--- config.mk ---
export PLATFORM = sky130hd
export DESIGN_NAME = startup_seq
export DESIGN_NICKNAME = d
export VERILOG_FILES = /design/src/rtl/startup_seq_pkg.sv /design/src/rtl/startup_dly_cnt.sv /design/src/rtl/startup_seq.sv
export SDC_FILE = /design/constraint.sdc
export NUM_CORES = 1
export LEC_CHECK = 0
export BUFFER_PORTS_ARGS = -buffer_cell sky130_fd_sc_hd__buf_2
export CAP_MARGIN = 5
export CORE_MARGIN = 5
export CORE_UTILIZATION = 45
export CTS_CLUSTER_SIZE = 12
export DETAILED_ROUTE_END_ITERATION = 12
export SYNTH_ARGS = -nofsm -noshare
export SYNTH_HDL_FRONTEND = slang
export SYNTH_HIERARCHICAL = 1
export SYNTH_SLANG_ARGS = --single-unit
--- constraint.sdc ---
create_clock -name clk_i -period 4.34 [get_ports clk_i]
set_input_delay 0 -clock clk_i [delete_from_list [all_inputs] [get_ports clk_i]]
set_output_delay 0 -clock clk_i [all_outputs]
set_load 0.05 [all_outputs]
--- src/rtl/startup_seq_pkg.sv ---
`default_nettype none
// ============================================================================
//  Module   : startup_seq_pkg
//  Purpose  : Shared types and elaboration helpers for the startup sequencer.
//             - startup_state_t : sequencer state encoding
//             - cnt_width_ok()  : checks that a delay counter of a given width
//                                 can hold (max_val - 1)
//  Revision : 1.0 - initial release
// ============================================================================
package startup_seq_pkg;

    typedef enum logic [2:0] {
        IDLE = 3'd0,
        INIT = 3'd1,
        UP   = 3'd2,
        ON   = 3'd3,
        DOWN = 3'd4
    } startup_state_t;

    // A counter loaded with (max_val - 1) needs clog2(max_val) bits.
    function automatic bit cnt_width_ok(input int max_val, input int width);
        return ($clog2(max_val) <= width);
    endfunction

endpackage
`default_nettype wire

--- src/rtl/startup_dly_cnt.sv ---
`default_nettype none
// ============================================================================
//  Module   : startup_dly_cnt
//  Purpose  : Loadable down-counter that parks at zero.
//  Ports    : clk_i      - clock
//             rst_n_i    - synchronous active-low reset (counter -> 0)
//             load_i     - load load_val_i this cycle (wins over decrement)
//             load_val_i - value to load
//             expire_o   - counter is zero
//  Revision : 1.0 - initial release
// ============================================================================
module startup_dly_cnt #(
    parameter int CNT_WIDTH = 24
) (
    input  logic                 clk_i,
    input  logic                 rst_n_i,
    input  logic                 load_i,
    input  logic [CNT_WIDTH-1:0] load_val_i,
    output logic                 expire_o
);

    localparam logic [CNT_WIDTH-1:0] CNT_ONE = CNT_WIDTH'(1);

    logic [CNT_WIDTH-1:0] cnt_q;
    logic [CNT_WIDTH-1:0] cnt_d;

    always_comb begin
        cnt_d = cnt_q;
        if (load_i) begin
            cnt_d = load_val_i;
        end else if (cnt_q != '0) begin
            cnt_d = cnt_q - CNT_ONE;
        end
    end

    always_ff @(posedge clk_i) begin
        if (!rst_n_i) begin
            cnt_q <= '0;
        end else begin
            cnt_q <= cnt_d;
        end
    end

    assign expire_o = (cnt_q == '0);

endmodule
`default_nettype wire

--- src/rtl/startup_seq.sv ---
`default_nettype none
// ============================================================================
//  Module   : startup_seq
//  Purpose  : Power/clock-gate startup sequencer for CH_NUM channels. Raises
//             gates in ascending order after an initial delay while en_i=1,
//             lowers them in reverse order while en_i=0; abort and re-entry
//             are allowed at any point.
//  Ports    : clk_i     - clock
//             rst_n_i   - synchronous active-low reset
//             en_i      - 1 = sequence up / hold, 0 = sequence down
//             gate_en_o - registered channel gate enables
//             done_o    - all channels on and holding
//             busy_o    - sequence in progress
//             ack_i     - per-channel ready      (STARTUP_SEQ_ACK_EN only)
//             fault_o   - sticky ack timeout     (STARTUP_SEQ_ACK_EN only)
//  Config   : define STARTUP_SEQ_ACK_EN to gate each step on the ack of the
//             most recently raised channel, with an ACK_TMO timeout.
//  Revision : 1.0 - initial release
// ============================================================================
module startup_seq
    import startup_seq_pkg::*;
#(
    parameter int CH_NUM    = 5,
    parameter int INIT_DLY  = 1000,
    parameter int STEP_DLY  = 1000,
    parameter int CNT_WIDTH = 24,
    parameter int ACK_TMO   = 4096
) (
    input  logic              clk_i,
    input  logic              rst_n_i,
    input  logic              en_i,
`ifdef STARTUP_SEQ_ACK_EN
    input  logic [CH_NUM-1:0] ack_i,
    output logic              fault_o,
`endif
    output logic [CH_NUM-1:0] gate_en_o,
    output logic              done_o,
    output logic              busy_o
);

    localparam int MAX_A   = (INIT_DLY > STEP_DLY) ? INIT_DLY : STEP_DLY;
    localparam int MAX_DLY = (MAX_A > ACK_TMO) ? MAX_A : ACK_TMO;

    localparam logic [CNT_WIDTH-1:0] INIT_LD  = CNT_WIDTH'(INIT_DLY - 1);
    localparam logic [CNT_WIDTH-1:0] STEP_LD  = CNT_WIDTH'(STEP_DLY - 1);
    localparam logic [CH_NUM-1:0]    GATE_LSB = CH_NUM'(1);

    if (CH_NUM < 1 || INIT_DLY < 1 || STEP_DLY < 1 ||
        !cnt_width_ok(MAX_DLY, CNT_WIDTH)) begin : g_param_err
        $error("startup_seq: illegal parameter set");
    end

    startup_state_t       state_q, state_d;
    // Gates are always a thermometer mask from bit 0 upwards, so the mask
    // itself doubles as the channel index.
    logic [CH_NUM-1:0]    gate_en_q, gate_en_d;
    logic                 cnt_load;
    logic [CNT_WIDTH-1:0] cnt_val;
    logic                 cnt_exp;
    logic                 step_go;
    logic                 start_req;
    logic                 up_req;

    startup_dly_cnt #(.CNT_WIDTH(CNT_WIDTH)) u_step_cnt (
        .clk_i      (clk_i),
        .rst_n_i    (rst_n_i),
        .load_i     (cnt_load),
        .load_val_i (cnt_val),
        .expire_o   (cnt_exp)
    );

`ifdef STARTUP_SEQ_ACK_EN
    localparam logic [CNT_WIDTH-1:0] TMO_LD = CNT_WIDTH'(ACK_TMO - 1);

    logic fault_q, fault_d;
    logic armed_q, armed_d;
    logic tmo_load, tmo_exp;
    logic ack_top;
    logic tmo_hit;

    // Highest raised gate is the only bit where the mask differs from its
    // own right shift.
    assign ack_top   = |(ack_i & gate_en_q & ~(gate_en_q >> 1));
    assign step_go   = cnt_exp & ack_top;
    assign tmo_hit   = tmo_exp & ~ack_top;
    // After a fault a fresh 0 -> 1 on en_i is needed before restarting.
    assign start_req = en_i & armed_q;
    // A fault-driven ramp down runs to completion regardless of en_i.
    assign up_req    = en_i & ~fault_q;

    startup_dly_cnt #(.CNT_WIDTH(CNT_WIDTH)) u_tmo_cnt (
        .clk_i      (clk_i),
        .rst_n_i    (rst_n_i),
        .load_i     (tmo_load),
        .load_val_i (TMO_LD),
        .expire_o   (tmo_exp)
    );

    always_ff @(posedge clk_i) begin
        if (!rst_n_i) begin
            fault_q <= 1'b0;
            armed_q <= 1'b1;
        end else begin
            fault_q <= fault_d;
            armed_q <= armed_d;
        end
    end

    assign fault_o = fault_q;
`else
    assign step_go   = cnt_exp;
    assign start_req = en_i;
    assign up_req    = en_i;
`endif

    always_comb begin
        state_d   = state_q;
        gate_en_d = gate_en_q;
        cnt_load  = 1'b0;
        cnt_val   = STEP_LD;
`ifdef STARTUP_SEQ_ACK_EN
        fault_d   = fault_q;
        armed_d   = armed_q | ~en_i;
        tmo_load  = 1'b0;
`endif
        unique case (state_q)
            IDLE: begin
                if (start_req) begin
                    state_d  = INIT;
                    cnt_load = 1'b1;
                    cnt_val  = INIT_LD;
`ifdef STARTUP_SEQ_ACK_EN
                    fault_d  = 1'b0;
`endif
                end
            end
            INIT: begin
                if (!en_i) begin
                    state_d = IDLE;
                end else if (cnt_exp) begin
                    gate_en_d = GATE_LSB;
                    cnt_load  = 1'b1;
                    state_d   = (CH_NUM == 1) ? ON : UP;
`ifdef STARTUP_SEQ_ACK_EN
                    tmo_load  = 1'b1;
`endif
                end
            end
            UP: begin
`ifdef STARTUP_SEQ_ACK_EN
                if (tmo_hit) begin
                    state_d  = DOWN;
                    cnt_load = 1'b1;
                    fault_d  = 1'b1;
                    armed_d  = 1'b0;
                end else
`endif
                if (!en_i) begin
                    state_d  = DOWN;
                    cnt_load = 1'b1;
                end else if (step_go) begin
                    gate_en_d = (gate_en_q << 1) | GATE_LSB;
                    cnt_load  = 1'b1;
`ifdef STARTUP_SEQ_ACK_EN
                    tmo_load  = 1'b1;
`endif
                    if (gate_en_d[CH_NUM-1]) begin
                        state_d = ON;
                    end
                end
            end
            ON: begin
                if (!en_i) begin
                    state_d  = DOWN;
                    cnt_load = 1'b1;
                end
            end
            DOWN: begin
                if (up_req) begin
                    // Re-entry before any gate dropped goes straight back to ON.
                    if (gate_en_q[CH_NUM-1]) begin
                        state_d = ON;
                    end else begin
                        state_d  = UP;
                        cnt_load = 1'b1;
`ifdef STARTUP_SEQ_ACK_EN
                        tmo_load = 1'b1;
`endif
                    end
                end else if (cnt_exp) begin
                    gate_en_d = gate_en_q >> 1;
                    cnt_load  = 1'b1;
                    if (gate_en_d == '0) begin
                        state_d = IDLE;
                    end
                end
            end
            default: begin
                state_d   = IDLE;
                gate_en_d = '0;
            end
        endcase
    end

    always_ff @(posedge clk_i) begin
        if (!rst_n_i) begin
            state_q   <= IDLE;
            gate_en_q <= '0;
        end else begin
            state_q   <= state_d;
            gate_en_q <= gate_en_d;
        end
    end

    assign gate_en_o = gate_en_q;
    assign done_o    = (state_q == ON);
    assign busy_o    = (state_q == INIT) || (state_q == UP) || (state_q == DOWN);

endmodule
`default_nettype wire
==> flow_summary.toml <==
[logic_synthesis]
synth_edf_count = 0
syn_area_per_cell_um2 = 8.28
synthFlopType = "dfxtp_1"
netlist_area_um2 = 1970
synthMostInstantiatedCell = "nand2_1"
synthCells = 238
yosysWarningCount = 6
yosys.area.top_type = "dfxtp_1"
netlist_top_cells_count = "nand2_1, dfxtp_1, o21ai_0"
synthTopCellsByArea = "dfxtp_1, nand2_1, xor2_1, o21ai_0, xnor2_1"
netlist-cell-type-count = 59
synth_top_area_share_pct = 32.5
seq_area_frac_synth_pct = 32.5
ys_seq_elements = 32
ys_async_sr_fraction_pct = 0

[pwr]
power.density_nw_per_um2 = 362
ir_drop_v = 0.000150
power_mw = 0.785
power_leakage_nw = 0.828

[clocking]
cts_tree = "yes"
cts_sinks = 32
ctsLongestPathBuffers = 2
cts_resized = 0
post_cts_buffers = 0
clkSlewWorstSetupHoldPaths_ps = 60
clk_latency_ps = 280
h-tree-depth = 2
cts-hold-fix-buffers = 0
cts_root_buffer = "clkbuf_8"
cts_inserted_buffers = 5

[sta]
fin_crit_ps = 3340
maxSlewViolCount = 0
max_clock_freq_mhz = 300
rsz0062_at_grt = "false"
hold_violations = 0
setup_violations = 0
tns_ps = 0
finalCritPeriodShare_pct = 76.9
tightestPinTransition_ps = 571
hold_ws_ps = 40.0
relSlewSlack_pct = 61.9
fin_skew_ps = 3.20

[detailed_routing]
wl_per_cell_um = 12.4
wirelength_um = 3880
drtPass1Iterations = 4
viasPerCell = 5.07
vias = 1592
drtIter0Drc = 79
ant_nets = 0
drc = 0

[layout]
drive_gt1_share_pct = 10.7
syn2layout_area_growth_pct = 10.1
nets = 266
fill_cells = 415
antennaDiodeCount = 0

[critical_path]
crit_slowest_cell = "or4b_2"
cp-start-kind = "register"
slowest_delay_ps = 580
setup.worst_path.class = "register to register"
arrival_ps = 3560
required_ps = 4560
path_max_fanout = 22
crit_chain = "inv_1, ha_1, or4b_2, nor4_1, and2_4, nand2b_1, a31oi_1, o21ai_0, o21ai_1, buf_4, and2_1, a22o_1"
end_kind = "register"

[die]
rows = 24
die-height_um = 76.2
placeableCoreArea_um2 = 4290
start_util_pct = 45.9
die_width_um = 76.2
dieArea_um2 = 5800
num_io_pins = 10

[run_status]
status = "finished, final reports clean"

[global_route]
grt_pass1_vias = 1543
grt_max_degree = 23
gr-usage-all-layers_pct = 14.4
antenna_found_initial = 0
grt_first_pass_wirelength_um = 7090
grt-ovfl-total = 0

[run]
max_cap_violations = 0

[placement]
place_hpwl_um = 2730
port_buffers = 9
gp_congestion = 0.787

[worst_hold_path]
min_path_type = "input pin to register"
sequential cells by signal, indices dropped and copies added (netlist names):
name              cells
u_step_cnt/cnt_q     24
gate_en_o             5
state_q               3
layer usage:
layer / routed length (um) / global-route usage (%) / up-vias
met5: 0 / 0 / -
met2: 1840 / 22.6 / 18
met3: 125 / 4.02 / 4
met4: 23 / 4.72 / 0
met1: 1890 / 18.9 / 698
li1: - / - / 872
cell families (layout without fill, tap and decap cells):
kind of cell	count (synthesis)	after routing	synth area share, %
xor+xnor	22	22	9.78
compound gates	59	59	21.3
fa+ha+maj	2	2	1.27
simple gates	99	99	28.3
buf+inv	20	22	5.40
other cells	2	24	0.381
mux	2	2	1.02
flops	32	32	32.5
power breakdown:
group	leakage [nW]	total, mW	switching, mW	internal, mW
Combinational	0.519	0.199	0.113	0.0858
Clock	0.0455	0.232	0.102	0.129
Sequential	0.264	0.354	0.0325	0.322
critical path: cells and delay by family (launching register included):
kind                     cells  cell delay (ps)
AO/OA/AOI/OAI                4              570
AND/OR/NAND/NOR              5             1930
buffers and inverters        2              310
adder cells (fa/ha/maj)      1              130
flip-flops                   1              340
through the flow:
stage / utilization [%] / worst slack, ps / cell area, um2 / cells
after CTS: 50.5 / 972 / 2170 / 314
after global routing: 50.5 / 650 / 2170 / 314
after floorplan: - / 1090 / 2050 / 260
after detailed placement: 48.4 / 985 / 2080 / 306
after global placement: 48.4 / 1000 / 2080 / 306
final: 50.5 / 1000 / 2170 / 314
cell type report:
type / instances / area (um2) / area share (%)
inverter: 4 / 15.0 / 0.692
timing repair buffer: 10 / 52.6 / 2.42
sequential: 32 / 641 / 29.5
clock buffer: 8 / 90.1 / 4.15
multi-input combinational: 208 / 1310 / 60.2
tap: 52 / 65.1 / 3.00
worst paths after layout:
check / from / end / slack (ps) / depth (start not counted)
setup reg to reg: u_step_cnt/cnt_q[0] / u_step_cnt/cnt_q[0] / 1000 / 12
hold reg to reg: gate_en_o[1] / gate_en_o[1] / 520 / 2
hold / removal: en_i / state_q[1] / 40 / 3
setup / recovery: u_step_cnt/cnt_q[0] / u_step_cnt/cnt_q[0] / 1000 / 12
cell usage in the layout, fill, tap and decap left out, drive strengths merged, types with 3 or more instances in the layout:
cell type / instances
nor4: 8
o21ai: 21
nand2: 34
nand2b: 5
nor2: 8
and2: 10
or4: 7
xor2: 12
nand3: 4
xnor2: 10
a22o: 3
or3: 3
conb: 24
buf: 10
dfxtp: 32
a21oi: 3
a21boi: 6
a22oi: 4
inv: 4
o31ai: 8
nor3: 7
clkbuf: 8
Power figures use the tool's default switching activity.
